`src/rtl/i2c_codec_target.sv`:
```
// i2c_codec_target: write-only I2C target that collects 3-byte codec
// configuration words [SLAVE_ADDR, SUB_ADDR, DATA] and presents each complete
// word as a 24-bit value with a one-cycle strobe.
//
// Ports:
//   CLOCK31_5    in   system clock
//   RESET        in   asynchronous, active-low reset
//   I2C_SCLK     in   bus clock from the master
//   I2C_SDAT_IN  in   bus data as seen on the wire
//   SDA_OE       out  1 = pull SDA low (ACK); pad is open-drain
//   WORD_VALID   out  one-cycle pulse per acknowledged 3-byte write
//   WORD_DATA    out  {addr byte, sub byte, data byte}, held between strobes
//   ABORT        out  one-cycle pulse when an addressed write ends early
//   BUSY         out  high from address match until STOP / repeated START
module i2c_codec_target #(
    parameter logic [6:0]  TARGET_ADDR = 7'h1A,
    parameter int unsigned MIN_PHASE   = 8
) (
    input  logic        CLOCK31_5,
    input  logic        RESET,
    input  logic        I2C_SCLK,
    input  logic        I2C_SDAT_IN,
    output logic        SDA_OE,
    output logic        WORD_VALID,
    output logic [23:0] WORD_DATA,
    output logic        ABORT,
    output logic        BUSY
);
    typedef enum logic [3:0] {
        S_IDLE, S_ADDR, S_ACK_ADDR, S_SUB, S_ACK_SUB,
        S_DATA, S_ACK_DATA, S_HOLD, S_IGNORE
    } state_t;

    // [0],[1] synchronizer stages, [2] previous synchronized value
    logic [2:0]  scl_q, sda_q;
    state_t      state_q, state_d;
    logic [2:0]  cnt_q, cnt_d;
    logic [1:0]  idx_q, idx_d;
    logic [7:0]  sh_q, sh_d;
    logic [7:0]  b0_q, b0_d, b1_q, b1_d;
    logic        ack_on_q, ack_on_d;   // second half of an ACK slot
    logic        sda_oe_q, sda_oe_d;
    logic        wvalid_q, wvalid_d;
    logic        abort_q, abort_d;
    logic [23:0] word_q, word_d;

    logic scl_s, scl_p, sda_s, sda_p;
    logic scl_rise, scl_fall, start_ev, stop_ev;
    logic [7:0] full_byte;
    logic abortable;

    assign scl_s    = scl_q[1];
    assign scl_p    = scl_q[2];
    assign sda_s    = sda_q[1];
    assign sda_p    = sda_q[2];
    assign scl_rise = scl_s & ~scl_p;
    assign scl_fall = ~scl_s & scl_p;
    // SCL must be high in both samples so an SDA change racing an SCL edge
    // is never taken for a bus condition.
    assign start_ev = scl_s & scl_p & sda_p & ~sda_s;
    assign stop_ev  = scl_s & scl_p & ~sda_p & sda_s;
    assign full_byte = {sh_q[6:0], sda_s};

    // An addressed write that has not yet produced its word.
    assign abortable = (state_q == S_ACK_ADDR) || (state_q == S_SUB) ||
                       (state_q == S_ACK_SUB)  || (state_q == S_DATA) ||
                       ((state_q == S_ACK_DATA) && !ack_on_q);

    always_ff @(posedge CLOCK31_5 or negedge RESET) begin
        if (!RESET) begin
            scl_q    <= 3'b111;   // idle bus reads high
            sda_q    <= 3'b111;
            state_q  <= S_IDLE;
            cnt_q    <= '0;
            idx_q    <= '0;
            sh_q     <= '0;
            b0_q     <= '0;
            b1_q     <= '0;
            ack_on_q <= 1'b0;
            sda_oe_q <= 1'b0;
            wvalid_q <= 1'b0;
            abort_q  <= 1'b0;
            word_q   <= '0;
        end else begin
            scl_q    <= {scl_q[1:0], I2C_SCLK};
            sda_q    <= {sda_q[1:0], I2C_SDAT_IN};
            state_q  <= state_d;
            cnt_q    <= cnt_d;
            idx_q    <= idx_d;
            sh_q     <= sh_d;
            b0_q     <= b0_d;
            b1_q     <= b1_d;
            ack_on_q <= ack_on_d;
            sda_oe_q <= sda_oe_d;
            wvalid_q <= wvalid_d;
            abort_q  <= abort_d;
            word_q   <= word_d;
        end
    end

    always_comb begin
        state_d  = state_q;
        cnt_d    = cnt_q;
        idx_d    = idx_q;
        sh_d     = sh_q;
        b0_d     = b0_q;
        b1_d     = b1_q;
        ack_on_d = ack_on_q;
        if (start_ev) begin
            state_d  = S_ADDR;
            cnt_d    = '0;
            idx_d    = '0;
            sh_d     = '0;
            ack_on_d = 1'b0;
        end else if (stop_ev) begin
            state_d  = S_IDLE;
            cnt_d    = '0;
            idx_d    = '0;
            ack_on_d = 1'b0;
        end else begin
            case (state_q)
                S_ADDR, S_SUB, S_DATA: begin
                    if (scl_rise) begin
                        sh_d  = full_byte;
                        cnt_d = cnt_q + 3'd1;
                        if (cnt_q == 3'd7) begin
                            if (idx_q == 2'd0) b0_d = full_byte;
                            if (idx_q == 2'd1) b1_d = full_byte;
                            idx_d = idx_q + 2'd1;
                            case (state_q)
                                S_ADDR:  state_d = (full_byte == {TARGET_ADDR, 1'b0})
                                                   ? S_ACK_ADDR : S_IGNORE;
                                S_SUB:   state_d = S_ACK_SUB;
                                default: state_d = S_ACK_DATA;
                            endcase
                        end
                    end
                end
                S_ACK_ADDR, S_ACK_SUB, S_ACK_DATA: begin
                    // First fall (end of bit 8) drives ACK, second fall
                    // (end of 9th clock) releases it and moves on.
                    if (scl_fall) begin
                        ack_on_d = ~ack_on_q;
                        if (ack_on_q) begin
                            case (state_q)
                                S_ACK_ADDR: state_d = S_SUB;
                                S_ACK_SUB:  state_d = S_DATA;
                                default:    state_d = S_HOLD;
                            endcase
                        end
                    end
                end
                default: ;
            endcase
        end
    end

    always_comb begin
        sda_oe_d = sda_oe_q;
        wvalid_d = 1'b0;
        abort_d  = 1'b0;
        word_d   = word_q;
        BUSY     = (state_q == S_ACK_ADDR) || (state_q == S_SUB) ||
                   (state_q == S_ACK_SUB)  || (state_q == S_DATA) ||
                   (state_q == S_ACK_DATA) || (state_q == S_HOLD);
        if (start_ev || stop_ev) begin
            sda_oe_d = 1'b0;
            abort_d  = abortable;
        end else begin
            case (state_q)
                S_ACK_ADDR, S_ACK_SUB, S_ACK_DATA: begin
                    if (scl_fall) begin
                        sda_oe_d = ~ack_on_q;
                        if ((state_q == S_ACK_DATA) && !ack_on_q) begin
                            wvalid_d = 1'b1;
                            word_d   = {b0_q, b1_q, sh_q};
                        end
                    end
                end
                default: sda_oe_d = 1'b0;
            endcase
        end
    end

    assign SDA_OE     = sda_oe_q;
    assign WORD_VALID = wvalid_q;
    assign ABORT      = abort_q;
    assign WORD_DATA  = word_q;

`ifndef SYNTHESIS
    // Flags SCL phases shorter than the supported minimum.
    logic [7:0] phase_q;
    logic       phase_seen_q;
    always_ff @(posedge CLOCK31_5 or negedge RESET) begin
        if (!RESET) begin
            phase_q      <= '0;
            phase_seen_q <= 1'b0;
        end else if (scl_rise || scl_fall) begin
            phase_q      <= '0;
            phase_seen_q <= 1'b1;
        end else if (phase_q != 8'hFF) begin
            phase_q <= phase_q + 8'd1;
        end
    end
    a_min_phase: assert property (@(posedge CLOCK31_5) disable iff (!RESET)
        ((scl_rise || scl_fall) && phase_seen_q) |-> (32'(phase_q) + 32'd1 >= MIN_PHASE));
`endif
endmodule

```
`config.mk`:
```
export PLATFORM = sky130hd
export DESIGN_NAME = i2c_codec_target
export DESIGN_NICKNAME = d
export VERILOG_FILES = /design/src/rtl/i2c_codec_target.sv
export SDC_FILE = /design/constraint.sdc
export NUM_CORES = 1
export LEC_CHECK = 0
export ABC_AREA = 1
export BUFFER_PORTS_ARGS = -buffer_cell sky130_fd_sc_hd__buf_4
export CAP_MARGIN = 10
export CORE_MARGIN = 2
export CORE_UTILIZATION = 52
export DETAILED_ROUTE_END_ITERATION = 10
export PLACE_DENSITY = 0.73
export SETUP_SLACK_MARGIN = 0.5
export SYNTH_ARGS = -nofsm -noshare
export SYNTH_HDL_FRONTEND = slang
export SYNTH_SLANG_ARGS = --single-unit
```
`constraint.sdc`:
```
create_clock -name CLOCK31_5 -period 1.5 [get_ports CLOCK31_5]
set_input_delay 0.15 -clock CLOCK31_5 [delete_from_list [all_inputs] [get_ports CLOCK31_5]]
set_output_delay 0.15 -clock CLOCK31_5 [all_outputs]
set_load 0.01 [all_outputs]
```
# --- Yosys cells after proc, flatten, opt, wreduce, memory -nomap -nowiden ---
# Index checks and enable logic that the tools add are counted.
totals:
  ff_bits: 67
  in_bits: 4
  output_inout_bits: 28
  wordCells: 108
classes:
  addsub: 2
  eq_ne: 16
  muxes: 34
  bitwise: 15
  reduce_logical: 28
ops:
  columns: ["cell", "n"]
  rows:
  - ["two-way mux 8 bit", 4]
  - ["two-way mux 4 bit", 7]
  - ["equality test 4 x 3 -> 1 bit (second input constant)", 4]
  - ["!= test 4 bit (second input constant)", 4]
  - ["one-hot mux 4 bit (2 select lines)", 2]
  - ["nonzero test 3 bit", 5]
  - ["two-way mux 3 bit", 4]
  - ["AND reduction 6 bit", 2]
  - ["two-way mux 1 bit", 11]
  - ["two-way mux 2 bit", 5]
  - ["equality test 4 x 2 -> 1 bit (second input constant)", 2]
  - ["equality test 8 x 6 -> 1 bit (second input constant)", 1]
  - ["inverter 1 bit", 8]
  - ["AND 1 bit", 7]
  - ["logical OR 1 bit", 7]
  - ["one-hot mux 3 bit (2 select lines)", 1]
  - ["AND reduction 3 bit", 2]
  - ["OR reduction 3 bit", 2]
  - ["AND reduction 5 bit", 1]
  - ["equality test 4 x 1 -> 1 bit (second input constant)", 1]
  - ["AND reduction 2 bit", 2]
  - ["AND reduction 4 bit", 1]
  - ["nonzero test 2 bit", 2]
  - ["nonzero test 4 bit", 1]
  - ["other kinds (9)", 9]

# --- Longest topological paths before layout ---
# Gate-level depths: netlist of the first run.
logic_depth:
  depth_word: 8
  mapped_depth: 10
  depth_no_buf: 10

# --- Worst setup path after synthesis of the first run ---
# OpenSTA, ideal clock, no wires.
synth_path:
  path_kind: "register to register"
  startpoint: "reg scl_q[1]"
  endpoint: "reg b0_q[6]"
  setup_time_ns: 0.123
  arrival_time_ns: 1.336
  required_ns: 1.377
  slack_ns: 0.040
  path_stages_with_launch: 9
  path_buffers: 1
  synth_period_minus_slack_ns: 1.460
  cell_sequence: "dfstp_2 -> inv_1 -> nor2_2 -> nand2_1 -> nor2_4 -> nand3_4 -> buf_6 -> nand2_1 -> o21ai_1"
synth_between:
  elab_chain_len: 5
  elab_cells_between_ends: 9
  classes_between: "bitwise: 8; reduce/logical: 1"
synth_rtl:
  columns: ["element", "line_no", "source"]
  rows:
  - ["start, declared", "35", "logic [2:0] scl_q, sda_q;"]
  - ["start signal, assigned", "85", "scl_q <= {scl_q[1:0], I2C_SCLK};"]
  - ["AND 1 bit", "60, 61", null]
  - ["AND 1 bit, on equally long branches (2 in a row)", "61, 60", null]
  - ["inverter 1 bit (no line)", null, null]
  - ["AND reduction 6 bit (no line) (*)", null, null]
  - ["end signal, assigned", "77", "b0_q <= '0;"]
  - ["end signal, assigned", "91", "b0_q <= b0_d;"]
  - ["end, declared", "40", "logic [7:0] b0_q, b0_d, b1_q, b1_d;"]
# Every way passes the cells marked *; elsewhere a longest branch is shown, timed or not.
# A chain may end at the register's enable or synchronous reset.

# --- Worst setup path in the final report of the first run ---
layout_path:
  startpoint: "reg sda_q[1]"
  endpoint: "reg state_q[2]"
layout_between:
  elab_chain_len: 4
  elab_cells_between_ends: 11
  classes_between: "eq/ne: 4; mux: 2; bitwise: 3; reduce/logical: 2"
layout_rtl:
  columns: ["element", "line_no", "source"]
  rows:
  - ["start, declared", "35", null]
  - ["start signal, assigned", "86", "sda_q <= {sda_q[1:0], I2C_SDAT_IN};"]
  - ["inverter 1 bit", "60", "assign start_ev = scl_s & scl_p & sda_p & ~sda_s;"]
  - ["AND 1 bit", "60", null]
  - ["!= test 4 bit (no line) or nonzero test 4 bit (tied branches)", null, null]
  - ["AND reduction 5 bit (no line)", null, null]
  - ["end signal, assigned", "87", "state_q <= state_d;"]
  - ["end, declared", "36", "state_t state_q, state_d;"]
# Several ways; a longest one is shown, not always the timed one.

==> results_dict.tcl, run 1 <==
set metrics [dict create \
    dpl-instance-area_um2 3246 \
    path_max_fanout 5 \
    die_x_um 78.49 \
    final.setup.worst_slack_ns -0.1229 \
    drive_gt1_frac 0.5178 \
    syn_area_per_cell_um2 9.337 \
    required_ns 1.78 \
    hpwl_um 3938 \
    grt_max_degree 33 \
    violations "setup timing" \
    finalSetupTns_ns -1.626 \
    vias_per_cell 5.353 \
    synth_top_area_share 0.5291 \
    dieArea_um2 6161 \
    max_slew_margin 0.7444 \
    max_freq_ghz 0.6162 \
    first_pass_iters 4 \
    gp_congestion 0.8634 \
    ir_drop_uv 988.0 \
    power.total_mw 6.365 \
    drt-initial-drc-count 290 \
    worst_setup_path_end_kind "flip-flop" \
    yosysMostFrequentCell "nand2_1" \
    fin_crit_ns 1.623 \
    clock-skew-final_ns 0.008629 \
    holdCritPathClass "in2async" \
    fin_crit_sh 1.082 \
    via_count 2639 \
    leakagePower_nw 2.238 \
    slew_viol_final 0 \
    drt-total-wl_um 8655 \
    numCtsBuffers 9 \
    hold_viol 0 \
    cp.arrival_ns 1.90 \
    initial_core_util 0.5305 \
    synth.area.top_cells "dfrtp_1 53%, nand2_1 15%, dfstp_2 5.5%" \
    io_buffers 31 \
    status "finished, violations left" \
    coreArea_um2 5439 \
    syn_nets 317 \
    fillers 264 \
    setup_viol 35 \
    synth_edf_count 0 \
    rows 27 \
    rsz0062_at_grt "yes" \
    drc_errors 0 \
    reg2reg_depth 7 \
    finalInstanceArea_um2 4508 \
    async_flop_share 1.000 \
    layout.nets 424 \
    ctsRootBufferMaster "clkbuf_8" \
    p_per_area_nw_per_um2 1412 \
    diodes 0 \
    cts_buffer_depth 2 \
    synthTopCellsByCount "117 x nand2_1, 61 x dfrtp_1, 22 x inv_1" \
    grt_pass1_vias 2415 \
    die_h_um 78.49 \
    post-synth-top-area-cell "dfrtp_1" \
    path_class "reg2reg" \
    yosys_warnings 0 \
    grt_first_pass_wirelength_um 11130 \
    worst_pin_slew_ns 0.3834 \
    wl_per_cell_um 17.56 \
    pre_cts_ws_ns 0.01321 \
    path_cells "inv_2 > nand4_1 > nand2_2 > buf_4 > nor2_1 > nand3_1 > nand2_1" \
    io-pin-count 32 \
    crit_path_top_delay_cell "dfstp_2" \
    synth-seq-cells 67 \
    clk_latency_ns 0.35 \
    synth-seq-area-share 0.5837 \
    grt.total_usage 0.2368 \
    final_antenna_net_count 0 \
    cp_slowest_stage_delay_ns 0.58 \
    htree_levels 3 \
    syn-cell-area_um2 2885 \
    cts_tree "yes" \
    syn2layout_area_growth_pct 56.24 \
    fin_util 0.8288 \
    cp-start-kind "flip-flop" \
    grt_remaining_overflow 0 \
    cts.clk_slew.worst_paths_ns 0.08 \
    clock-sinks 67 \
    syn-instance-count 309 \
    ys.flop_type "dfrtp_1" \
    drv_cap 0 \
    synthDistinctLibCells 24 \
    antenna_found_initial 0 \
]
[layout by cell type (no fill, tap or decap), types with 3 or more instances in the layout]
cell type / Yosys / final
dfstp_2: 6 / 6
buf_4: 1 / 54
inv_2: 3 / 4
inv_1: 22 / 17
nand2_2: 5 / 35
o21ai_1: 16 / 18
nor2_4: 4 / 8
nor2_2: 3 / 5
nand3_1: 15 / 10
clkbuf_8: 0 / 10
inv_4: 1 / 3
buf_12: 0 / 8
dfrtp_2: 0 / 3
nor2_1: 15 / 9
dlygate4sd3_1: 0 / 3
nand2_1: 117 / 80
nand3_4: 2 / 6
o21ai_2: 8 / 14
nand3_2: 2 / 5
buf_6: 6 / 32
nand2_4: 0 / 6
dfrtp_1: 61 / 58
[report_power, final]
group	total, mW	internal [mW]	switching, mW
registers	2.29	2.03	0.257
clock network	1.56	0.819	0.745
logic	2.51	1.08	1.43
[registers in the layout, indices dropped and copies added, names as in the netlist]
| signal | cells |
|---|---|
| WORD_DATA | 24 |
| b0_q | 8 |
| b1_q | 8 |
| sh_q | 8 |
| state_q | 4 |
| cnt_q | 3 |
| scl_q | 3 |
| sda_q | 3 |
| idx_q | 2 |
| ABORT | 1 |
| SDA_OE | 1 |
| WORD_VALID | 1 |
| ack_on_q | 1 |
[cells by family after synthesis]
family | count (synthesis) | share of synthesized area
adder cells (fa/ha/maj) | 4 | 0.01735
AO/OA/AOI/OAI | 39 | 0.08196
buffers and inverters | 33 | 0.06071
flip-flops | 67 | 0.5837
AND/OR/NAND/NOR | 166 | 0.2563
[metal layers]
metal / up-vias / global-route usage / wire (um)
met4: 0 / 0.1035 / 311
met2: 110 / 0.4138 / 4652
met5: - / 0 / 0
met1: 1283 / 0.2903 / 3248
li1: 1208 / - / -
met3: 38 / 0.03793 / 442
[layout make-up]
class,instances,area [um2],area share
Sequential cell,67,1688,0.3744
Multi-Input combinational cell,211,1341,0.2975
Timing Repair Buffer,100,1026,0.2276
Clock buffer,11,141.4,0.03136
Inverter,26,138.9,0.03081
Tap cell,72,90.09,0.01998
Clock inverter,5,62.56,0.01388
Timing Repair inverter,1,20.02,0.004441
[worst paths after layout]
check | startpoint | endpoint | slack (ns)
max in group asynchronous | RESET | WORD_DATA[0]$_DFFE_PN0P_ | 0.75
hold reg to reg | scl_q[0]$_DFF_PN1_ | scl_q[1]$_DFF_PN1_ | 0.35
min in group CLOCK31_5 | scl_q[0]$_DFF_PN1_ | scl_q[1]$_DFF_PN1_ | 0.35
hold / removal | RESET | idx_q[1]$_DFFE_PN0P_ | 0.26
setup / recovery | sda_q[1]$_DFF_PN1_ | state_q[2]$_DFFE_PN0P_ | -0.12
setup reg to reg | sda_q[1]$_DFF_PN1_ | state_q[2]$_DFFE_PN0P_ | -0.12
[critical path: cells and delay by family (launching register included)]
family	cells	cell delay [ns]
DFF	1	0.58
buffers and inverters	2	0.23
and+or+nand+nor	5	0.74
[metrics by stage]
step | hold slack [ns] | std cells
after CTS | 0.2755 | 461
after global placement | 0.09887 | 415
after global routing | 0.3013 | 493
after floorplan | -0.1456 | 309
final | 0.2612 | 493
after detailed placement | 0.09962 | 415
[what timing repair did]
item	4_1_cts	5_1_grt
hold endpoints to repair	21	0
resized for setup	74	64
hold buffers	3	0
buffers inserted	23	31
pin swaps	17	19
endpoints found under the setup margin	89	89
cloned	4	1
Power figures use the tool's default switching activity.
==> inputs of run 2 (changes only) <==
Settings changed: CORE_ASPECT_RATIO set to 0.6.
==> run 2 against run 1 <==
The flow still finishes with violations (setup timing). Combinational power is 4% higher. First-iteration DRC count grew 7.2%. Non-clock buffer count is 9 lower. Via count is 1.2% higher. Final cell count down 2.6%.
==> results_dict.tcl, run 2 (synthesis results as in run 1) <==
set metrics [dict create \
    drc_errors 0 \
    first_pass_iters 5 \
    grt.total_usage 0.2464 \
    vias_per_cell 5.565 \
    final_cell_mix "94 x nand2_1, 57 x dfrtp_1, 43 x buf_4" \
    leakagePower_nw 2.159 \
    worst_pin_slew_ns 0.3309 \
    grt_pass1_vias 2354 \
    dieArea_um2 6180 \
    rsz0062_at_grt "yes" \
    via_count 2671 \
    worst_setup_path_end_kind "flip-flop" \
    dpl-instance-area_um2 3246 \
    layout.nets 417 \
    drv_cap 0 \
    clock-skew-final_ns 0.009433 \
    path_class "reg2reg" \
    gp_congestion 0.9009 \
    final.setup.worst_slack_ns -0.1873 \
    p_per_area_nw_per_um2 1470 \
    numCtsBuffers 9 \
    reg2reg_depth 7 \
    ir_drop_uv 944.0 \
    grt_remaining_overflow 0 \
    drt-initial-drc-count 311 \
    max_freq_ghz 0.5927 \
    path_max_fanout 5 \
    antenna_found_initial 0 \
    cts.clk_slew.worst_paths_ns 0.07 \
    clock-sinks 67 \
    rows 20 \
    syn2layout_area_growth_pct 53.21 \
    grt_max_degree 33 \
    cts_tree "yes" \
    io-pin-count 32 \
    hold_viol 0 \
    required_ns 1.74 \
    die_h_um 61.70 \
    final_antenna_net_count 0 \
    status "finished, violations left" \
    layout_commonest_cell "nand2_1" \
    violations "setup timing" \
    slew_viol_final 0 \
    wl_per_cell_um 18.45 \
    cts_buffer_depth 2 \
    largest_reg_flops 24 \
    cp.arrival_ns 1.92 \
    initial_core_util 0.5543 \
    fin_crit_sh 1.125 \
    io_buffers 31 \
    grt_first_pass_wirelength_um 11150 \
    cp-start-kind "flip-flop" \
    ctsRootBufferMaster "clkbuf_8" \
    pre_cts_ws_ns 0.004420 \
    htree_levels 3 \
    drt-total-wl_um 8856 \
    clk_latency_ns 0.35 \
    hpwl_um 4125 \
    drive_gt1_frac 0.4879 \
    coreArea_um2 5205 \
    holdCritPathClass "in2async" \
    finalInstanceArea_um2 4420 \
    fin_crit_ns 1.687 \
    diodes 0 \
    die_x_um 100.2 \
    setup_viol 55 \
    max_slew_margin 0.7794 \
]
## run 2: cell types whose count changed in the layout (fill, tap and decap cells not counted), moves of 7 or more
cell     change
buf_4       -11
nand2_1     +14
nand2_2     -23
nand2_4      +9
buf_6        +7
## run 2: worst paths after layout
kind | start | endpoint | slack [ns]
worst min register to register | sda_q[0]$_DFF_PN1_ | sda_q[1]$_DFF_PN1_ | 0.35
min in group CLOCK31_5 | sda_q[0]$_DFF_PN1_ | sda_q[1]$_DFF_PN1_ | 0.35
max in group asynchronous | RESET | sh_q[4]$_DFFE_PN0P_ | 0.74
worst max register to register | scl_q[2]$_DFF_PN1_ | state_q[0]$_DFFE_PN0P_ | -0.19
worst min-delay path | RESET | sh_q[0]$_DFFE_PN0P_ | 0.25
worst max-delay path | scl_q[2]$_DFF_PN1_ | state_q[0]$_DFFE_PN0P_ | -0.19
## run 2: worst max-delay path, cell delays in order (launching register included)
cell and delay [ns]:
dfstp_2 0.58, nand4_1 0.26, nand3_1 0.21, nor2_1 0.09, nor2_4 0.14, nand2_2 0.12
nand2_1 0.11, nand2_1 0.06
## run 2: layout make-up
| class | instances | area [um2] |
|---|---|---|
| clock buffers | 11 | 131.4 |
| well taps | 66 | 82.58 |
| fillers | 251 | 784.5 |
| multi-input cells | 211 | 1355 |
| clock inverters | 5 | 77.57 |
| inverters | 26 | 133.9 |
| flip-flops and latches | 67 | 1689 |
| repair inverters | 3 | 33.78 |
| repair buffers | 91 | 917.1 |
## run 2: power breakdown
group	switching [mW]	internal, mW	total [mW]
clock network	0.672	0.931	1.60
registers	0.249	2.04	2.29
logic	1.60	1.01	2.61
total	2.52	3.98	6.50
## run 2: metrics by stage
stage	cells	hold slack [ns]	total power, mW	util	setup TNS (ns)
after global placement	410	0.07383	3.748	0.6236	0
after floorplan	309	-0.1456	3.277	-	0
after detailed placement	410	0.07829	3.776	0.6236	0
after global routing	480	0.2739	6.755	0.8493	-5.100
final	480	0.2452	6.498	0.8493	-2.753
after CTS	455	0.2476	5.813	0.7651	0
## run 2: per-layer routing
metal | up-vias | routed length, um | GRT usage
li1 | 1189 | - | -
met1 | 1290 | 3641 | 0.3269
met2 | 161 | 4101 | 0.3912
met3 | 31 | 862 | 0.08166
met4 | 0 | 250 | 0.08806
met5 | - | 0 | 0
## run 2: timing repair
item                                    4_1_cts  5_1_grt
buffers inserted                             23       22
endpoints found under the hold margin        25        0
cloned                                        3        3
endpoints found under the setup margin       88       89
hold buffers                                  3        0
resized for setup                            83       59
pin swaps                                    11       23
